--- src/rtl/uart_tx.sv ---
// uart_tx: 8N1 serial transmitter with a valid/ready byte interface and registered outputs.
// Build option: define UART_TX_PARITY_EN to insert an even-parity bit between bit 7 and the stop bit.
module uart_tx #(
  parameter int CLKS_PER_BIT = 168,
  parameter int CNT_WIDTH    = 8
) (
  input  logic       CLOCK,
  input  logic       RESET,
  input  logic [7:0] tx_data,
  input  logic       tx_valid,
  output logic       tx_ready,
  output logic       tx_out,
  output logic       tx_busy
);

  typedef enum logic [2:0] {
    S_IDLE,
    S_START,
    S_DATA,
    S_STOP
`ifdef UART_TX_PARITY_EN
    , S_PARITY
`endif
  } state_e;

  localparam logic [CNT_WIDTH-1:0] CNT_LOAD = CNT_WIDTH'(CLKS_PER_BIT - 1);
  localparam logic [CNT_WIDTH-1:0] CNT_ONE  = CNT_WIDTH'(1);

  state_e               state_q, state_d;
  logic [CNT_WIDTH-1:0] cnt_q, cnt_d;
  logic [7:0]           shift_q, shift_d;
  logic [2:0]           bit_q, bit_d;
  logic                 tx_out_q, tx_out_d;
  logic                 tx_ready_q, tx_ready_d;
  logic                 tx_busy_q, tx_busy_d;
  logic                 cnt_zero;
`ifdef UART_TX_PARITY_EN
  logic                 parity_q, parity_d;
`endif

  assign cnt_zero = (cnt_q == '0);

  // State register. NOTE: sequential state uses non-blocking assignments so every
  // flop samples its pre-edge inputs, independent of statement order.
  always_ff @(posedge CLOCK or posedge RESET) begin
    if (RESET) begin
      state_q    <= S_IDLE;
      cnt_q      <= '0;
      shift_q    <= '0;
      bit_q      <= '0;
      tx_out_q   <= 1'b1;
      tx_ready_q <= 1'b1;
      tx_busy_q  <= 1'b0;
`ifdef UART_TX_PARITY_EN
      parity_q   <= 1'b0;
`endif
    end else begin
      state_q    <= state_d;
      cnt_q      <= cnt_d;
      shift_q    <= shift_d;
      bit_q      <= bit_d;
      tx_out_q   <= tx_out_d;
      tx_ready_q <= tx_ready_d;
      tx_busy_q  <= tx_busy_d;
`ifdef UART_TX_PARITY_EN
      parity_q   <= parity_d;
`endif
    end
  end

  // Next-state logic. NOTE: every signal gets a default first so no path leaves
  // it unassigned, which would otherwise infer a latch.
  always_comb begin
    state_d = state_q;
    cnt_d   = cnt_q;
    shift_d = shift_q;
    bit_d   = bit_q;
`ifdef UART_TX_PARITY_EN
    parity_d = parity_q;
`endif
    unique case (state_q)
      S_IDLE: begin
        if (tx_valid && tx_ready_q) begin
          state_d = S_START;
          cnt_d   = CNT_LOAD;
          shift_d = tx_data;
          bit_d   = '0;
`ifdef UART_TX_PARITY_EN
          parity_d = ^tx_data;
`endif
        end
      end
      S_START: begin
        if (cnt_zero) begin
          state_d = S_DATA;
          cnt_d   = CNT_LOAD;
        end else begin
          cnt_d = cnt_q - CNT_ONE;
        end
      end
      S_DATA: begin
        if (cnt_zero) begin
          cnt_d = CNT_LOAD;
          if (bit_q == 3'd7) begin
`ifdef UART_TX_PARITY_EN
            state_d = S_PARITY;
`else
            state_d = S_STOP;
`endif
          end else begin
            bit_d   = bit_q + 3'd1;
            shift_d = {1'b0, shift_q[7:1]};
          end
        end else begin
          cnt_d = cnt_q - CNT_ONE;
        end
      end
`ifdef UART_TX_PARITY_EN
      S_PARITY: begin
        if (cnt_zero) begin
          state_d = S_STOP;
          cnt_d   = CNT_LOAD;
        end else begin
          cnt_d = cnt_q - CNT_ONE;
        end
      end
`endif
      S_STOP: begin
        if (cnt_zero) begin
          state_d = S_IDLE;
          cnt_d   = CNT_LOAD;
        end else begin
          cnt_d = cnt_q - CNT_ONE;
        end
      end
      default: state_d = S_IDLE;
    endcase
  end

  // Outputs are decoded from the next state so the registered line changes
  // on the same edge as the state itself.
  always_comb begin
    tx_out_d = 1'b1;
    unique case (state_d)
      S_START:  tx_out_d = 1'b0;
      S_DATA:   tx_out_d = shift_d[0];
`ifdef UART_TX_PARITY_EN
      S_PARITY: tx_out_d = parity_d;
`endif
      default:  tx_out_d = 1'b1;
    endcase
    tx_ready_d = (state_d == S_IDLE);
    tx_busy_d  = ~tx_ready_d;
  end

  assign tx_out   = tx_out_q;
  assign tx_ready = tx_ready_q;
  assign tx_busy  = tx_busy_q;

endmodule

--- config.mk ---
export PLATFORM = sky130hd
export DESIGN_NAME = uart_tx
export DESIGN_NICKNAME = d
export VERILOG_FILES = /design/src/rtl/uart_tx.sv
export SDC_FILE = /design/constraint.sdc
export NUM_CORES = 1
export LEC_CHECK = 0
export ABC_AREA = 1
export CORE_MARGIN = 4
export CORE_UTILIZATION = 25
export CTS_BUF_LIST = sky130_fd_sc_hd__clkbuf_4
export DETAILED_ROUTE_END_ITERATION = 7
export PLACE_DENSITY = 0.45
export RECOVER_POWER = 100
export SETUP_SLACK_MARGIN = 0.1
export SYNTH_ARGS = -nofsm -noshare
export SYNTH_HDL_FRONTEND = slang
export SYNTH_SLANG_ARGS = --single-unit
--- constraint.sdc ---
create_clock -name CLOCK -period 1.9 [get_ports CLOCK]
set_clock_uncertainty 0.15 [all_clocks]
set_input_delay 0.38 -clock CLOCK [delete_from_list [all_inputs] [get_ports CLOCK]]
set_output_delay 0.38 -clock CLOCK [all_outputs]
set_load 0.01 [all_outputs]
==> impl_metrics.json, run 1 <==
{
  "dr.pass1.iters": 4,
  "ir_drop_mv": 0.294,
  "avgSynthCellArea_um2": 8.14,
  "utilization": 0.328,
  "syn_inst": 169,
  "grt_remaining_overflow": 0,
  "max-cap-violations": 0,
  "crit_chain": "inv_1 > ha_4 > nand2_1 > nor2_1 > nand2_2 > buf_4 > nand2_1 > nand2_1 > nand2_1 > nand2_1 > nand2_1 > nand2_1",
  "layout.nets": 211,
  "io_buffers": 13,
  "clockBufferDepth": 2,
  "pin_count": 14,
  "via_count": 1103,
  "ys_seq_elements": 25,
  "syn_nets": 183,
  "dp_cells": 258,
  "yosysTopAreaCell": "dfrtp_1",
  "rows": 26,
  "crit_path_max_fanout": 4,
  "required_ns": 2.03,
  "yosys_warnings": 0,
  "start_util": 0.264,
  "tns_ns": 0,
  "h-tree-depth": 1,
  "place.gp.congestion": 0.784,
  "min_period_ns": 1.74,
  "ys_seq_area_frac": 0.456,
  "grt_pass1_wl_um": 5040,
  "arrival_ns": 1.87,
  "drtAntennaViolNets": 0,
  "synth_top_cell_area_share": 0.418,
  "p_leak_nw": 0.844,
  "n_antenna_cell": 0,
  "grt_use_total": 0.0958,
  "crit_buf_inv": 2,
  "worst_setup_path_start_kind": "flip-flop",
  "worstMarginPinSlew_ns": 0.629,
  "crit_path_end_kind": "flip-flop",
  "area_delta_synth_final_pct": 23.9,
  "wl_per_cell_um": 10.4,
  "netlist_area_mm2": 0.00138,
  "core_area_mm2": 0.00520,
  "hold_path_class": "flip-flop to flip-flop",
  "fmax_mhz": 574,
  "cts_tree": "built",
  "post-route-period-util": 0.917,
  "hold_buffers": 0,
  "final_cell_mix": "51 x nand2_1, 23 x dfrtp_1, 18 x inv_1",
  "yosys-top-cells-area": "dfrtp_1 42%, nand2_1 14%, inv_1 5.2%",
  "drt_iter0_markers": 55,
  "cts-buffers-inserted": 3,
  "setup_viol": 0,
  "grt_max_degree": 26,
  "clk_latency_ns": 0.32,
  "cp_common_cell": "nand2_1",
  "hold_violations": 0,
  "via_per_inst": 4.15,
  "path_delay_family": "simple AND/OR/NAND/NOR gates",
  "status": "finished, final reports clean",
  "cpPeakStageDelay_ns": 0.43,
  "dieArea_mm2": 0.00676,
  "design_area_mm2": 0.00171,
  "place_hpwl_um": 2060,
  "drt_wl_total_um": 2770,
  "final_max_slew_viol_count": 0,
  "relSlewSlack": 0.581,
  "postPlaceCellArea_mm2": 0.00164,
  "layout-drive-gt1-share": 0.219,
  "final_common_cell": "nand2_1",
  "clkSinkCount": 25,
  "synthDistinctLibCells": 28,
  "die_h_um": 82.2,
  "grt_pass1_vias": 1113,
  "power_density_mw_per_mm2": 738,
  "antenna_found_initial": 0,
  "fin_cells": 266,
  "clock-root-buffer": "clkbuf_4",
  "fp.dieW_um": 82.2,
  "cp_slowest_cell": "dfrtp_1",
  "critPathKind": "flip-flop to flip-flop",
  "drc": 0,
  "finalPower_mw": 1.26,
  "grt_setup_unrepaired": "false",
  "cts.clk_slew.worst_paths_ns": 0.15
}
## kinds of logic after synthesis
| family | share of synthesized area |
|---|---|
| buf+inv | 0.0664 |
| other cells | 0.00272 |
| flops | 0.456 |
| fa+ha+maj | 0.0273 |
| compound gates | 0.0736 |
| xor+xnor | 0.00636 |
| simple gates | 0.367 |
## area by class of cell
class	count	area, um^2
clock buffer	3	22.5
clock inverter	1	7.51
fill	570	3500
inverter	24	91.3
multi-input combinational	120	674
sequential	25	628
tap	70	87.6
timing repair buffer	23	194
## sequential cells by signal, summed over array words and instances (netlist names)
register  flops
tx_ready      1
tx_busy       1
tx_out        1
state_q       3
shift_q       8
cnt_q         8
bit_q         3
## metal layers
| layer | up-vias | part of all wire | GRT usage |
|---|---|---|---|
| li1 | 590 | - | - |
| met1 | 495 | 0.52 | 0.139 |
| met2 | 16 | 0.44 | 0.139 |
| met3 | 2 | 0.033 | 0.0184 |
| met4 | 0 | 0.0083 | 0.0365 |
| met5 | - | 0 | 0 |
## per-stage QoR
stage	hold slack, ns	setup slack, ns
final	0.342	0.158
after global routing	0.365	0.0446
after CTS	0.222	0.140
after detailed placement	0.311	0.0333
after global placement	0.312	0.0529
after floorplan	0.256	0.245
## cell usage after synthesis (all sizes together)
cell     n
nor2    18
xor2     1
nor3     4
conb     1
ha       3
nand3b   1
dfstp    2
inv     23
o21ai    7
nand4    2
nand3   14
nor4     2
a21oi    6
clkinv   1
nand2   58
a22oi    2
a31oi    1
dfrtp   23
## worst register-to-register path: cells and delay by family (launching register included)
kind	cells	cell delay (ns)
adders and majority gates	1	0.17
buffers and inverters	2	0.29
and+or+nand+nor	9	0.65
DFF	1	0.43
## repair_timing
item,in CTS,in global routing
gates resized for setup,2,7
hold endpoints to repair,0,0
setup buffers,0,4
setup endpoints to repair,2,19
## final timing paths
kind / endpoint / cells past startpoint / slack (ns) / start
min in group asynchronous: shift_q[0] / 3 / 0.48 / RESET
min: shift_q[7] / 2 / 0.34 / shift_q[7]
max: tx_out / 12 / 0.16 / cnt_q[0]
max reg2reg: tx_out / 12 / 0.16 / cnt_q[0]
min reg2reg: shift_q[7] / 2 / 0.34 / shift_q[7]
max in group asynchronous: cnt_q[1] / 3 / 0.70 / RESET
## report_power, final
part	leakage [nW]	internal, mW	switching, mW
clock network	0.0139	0.0804	0.174
logic	0.526	0.157	0.181
registers	0.304	0.614	0.0529
(Power assumes the default switching activity.)
==> run 2: changes to the inputs <==
--- a/config.mk
+++ b/config.mk
@@ -6,7 +6,7 @@
 export NUM_CORES = 1
 export LEC_CHECK = 0
 export ABC_AREA = 1
-export CORE_MARGIN = 4
+export CORE_MARGIN = 3
 export CORE_UTILIZATION = 25
 export CTS_BUF_LIST = sky130_fd_sc_hd__clkbuf_4
 export DETAILED_ROUTE_END_ITERATION = 7
==> run 2 against run 1 <==
Net effect:
- hold slack got worse by 0.0039 ns
- clock power decreased by 3%
- sequential cell count unchanged
- utilization decreased by 0.072 points
- critical path depth decreased by 11
- global-route usage increased by 0.45 points
- sequential share of layout area increased by 0.081 points
- register-to-register slack improved by 0.05 ns
- non-clock buffer count decreased by 1
- largest power group unchanged
- setup slack improved by 0.0060 ns
- design area decreased by 0.22%
==> impl_metrics.json, run 2 (same netlist as run 1, synthesis figures left out) <==
{
  "status": "finished, final reports clean",
  "rrSetupSlack_ns": 0.21,
  "dr.pass1.iters": 4,
  "cp_slowest_cell": "clkdlybuf4s50_1",
  "required_ns": 1.37,
  "hold_path_class": "flip-flop to flip-flop",
  "n_antenna_cell": 0,
  "area_delta_synth_final_pct": 23.6,
  "hold_violations": 0,
  "worst_setup_path_start_kind": "flip-flop",
  "tns_ns": 0,
  "p_leak_nw": 0.848,
  "core_area_mm2": 0.00520,
  "final_cell_mix": "51 x nand2_1, 23 x dfrtp_1, 19 x inv_1",
  "cts.clk_slew.worst_paths_ns": 0.15,
  "postPlaceCellArea_mm2": 0.00164,
  "drtAntennaViolNets": 0,
  "top_regs": "cnt_q: 8 flops, shift_q: 8 flops",
  "via_count": 1117,
  "setup_viol": 0,
  "grt_pass1_vias": 1131,
  "min_from": "shift_q[7]",
  "critPathKind": "flip-flop to output pin",
  "start_util": 0.264,
  "grt_pass1_wl_um": 5090,
  "hold_depth": 2,
  "grt_max_degree": 26,
  "clock-root-buffer": "clkbuf_4",
  "layout.nets": 210,
  "path_delay_family": "buffers and inverters",
  "clk_latency_ns": 0.33,
  "max-cap-violations": 0,
  "pwr-share-seq": 0.532,
  "clkPwrFrac": 0.198,
  "fp.dieW_um": 80.2,
  "final_max_slew_viol_count": 0,
  "crit_path_end_kind": "output pin",
  "crit_buf_inv": 1,
  "clkSinkCount": 25,
  "io_buffers": 13,
  "die_h_um": 80.2,
  "power_density_mw_per_mm2": 733,
  "arrival_ns": 1.21,
  "hold_end": "shift_q[7]",
  "pin_count": 14,
  "grt_use_total": 0.100,
  "cts-buffers-inserted": 3,
  "grt_setup_unrepaired": "false",
  "antenna_found_initial": 0,
  "crit_path_max_fanout": 1,
  "cts_tree": "built",
  "r2r-start": "cnt_q[0]",
  "via_per_inst": 4.22,
  "ir_drop_mv": 0.223,
  "post-route-period-util": 0.914,
  "drc": 0,
  "utilization": 0.327,
  "drt_iter0_markers": 59,
  "rr_endpoint": "tx_out",
  "crit_chain": "clkdlybuf4s50_1",
  "drt_wl_total_um": 2800,
  "min_period_ns": 1.74,
  "final_common_cell": "nand2_1",
  "rows": 26,
  "fmax_mhz": 576,
  "r2r_cells": 10,
  "relSlewSlack": 0.581,
  "design_area_mm2": 0.00170,
  "internal_power_mw": 0.848,
  "clockBufferDepth": 2,
  "place_hpwl_um": 2100,
  "finalPower_mw": 1.25,
  "p_sw_mw": 0.399,
  "worstMarginPinSlew_ns": 0.629,
  "h-tree-depth": 1,
  "cpPeakStageDelay_ns": 0.53,
  "layout-drive-gt1-share": 0.210,
  "comb_power_share": 0.269,
  "grt_remaining_overflow": 0,
  "wl_per_cell_um": 10.6,
  "place.gp.congestion": 0.799,
  "hold_buffers": 0,
  "dieArea_mm2": 0.00643,
  "switching_share": 0.320
}
[run 2: cell types whose count changed in the layout (fill, tap and decap cells not counted), sizes merged]
cell,change
clkdlybuf4s50,+1
clkinvlp,-1
clkbuf,-1
clkinv,+1
buf,-1
[run 2: cell type report]
type                       instances  area [um^2]
clock buffer                       3         22.5
clock inverter                     1         5.00
fill                             580         3500
inverter                          24         91.3
multi-input combinational        120          674
sequential                        25          628
tap                               70         87.6
timing repair buffer              22          193
[run 2: what timing repair did]
item	CTS	global route
endpoints found under the setup margin	2	18
gates cloned	0	0
resized for setup	2	7
hold endpoints to repair	0	0
buffers inserted	0	3
pin swaps	0	1
[run 2: worst max-delay path by stage]
stage	start	to	slack, ns	cells past startpoint
2_1_floorplan	cnt_q[0]	shift_q[2]	0.25	9
3_3_place_gp	tx_valid	cnt_q[5]	0.06	8
3_5_place_dp	tx_valid	cnt_q[5]	0.02	8
4_1_cts	cnt_q[0]	bit_q[0]	0.12	8
5_1_grt	cnt_q[1]	cnt_q[2]	0.06	8
6_report	tx_busy	tx_busy	0.16	1
[run 2: through the flow]
stage               cells  worst slack, ns  hold WS, ns
global placement      258           0.0552        0.315
detailed placement    258           0.0250        0.309
finish                265            0.164        0.338
global route          265           0.0609        0.364
CTS                   262            0.118        0.229
floorplan             169            0.245        0.256
[run 2: power by group through the flow]
stage	Clock [mW]	Sequential (mW)	Combinational, mW
final	0.247	0.664	0.336
after global routing	0.291	0.675	0.378
after CTS	0.265	0.668	0.301
after detailed placement	0	0.677	0.305
after global placement	0	0.679	0.307
after floorplan	0	0.671	0.188
[run 2: routing by layer]
metal  up-vias  GRT usage  share of wire
li1        588          -              -
met2        19      0.155           0.43
met3         4     0.0135          0.023
met5         -          0              0
met4         0     0.0405          0.014
met1       506      0.140           0.54
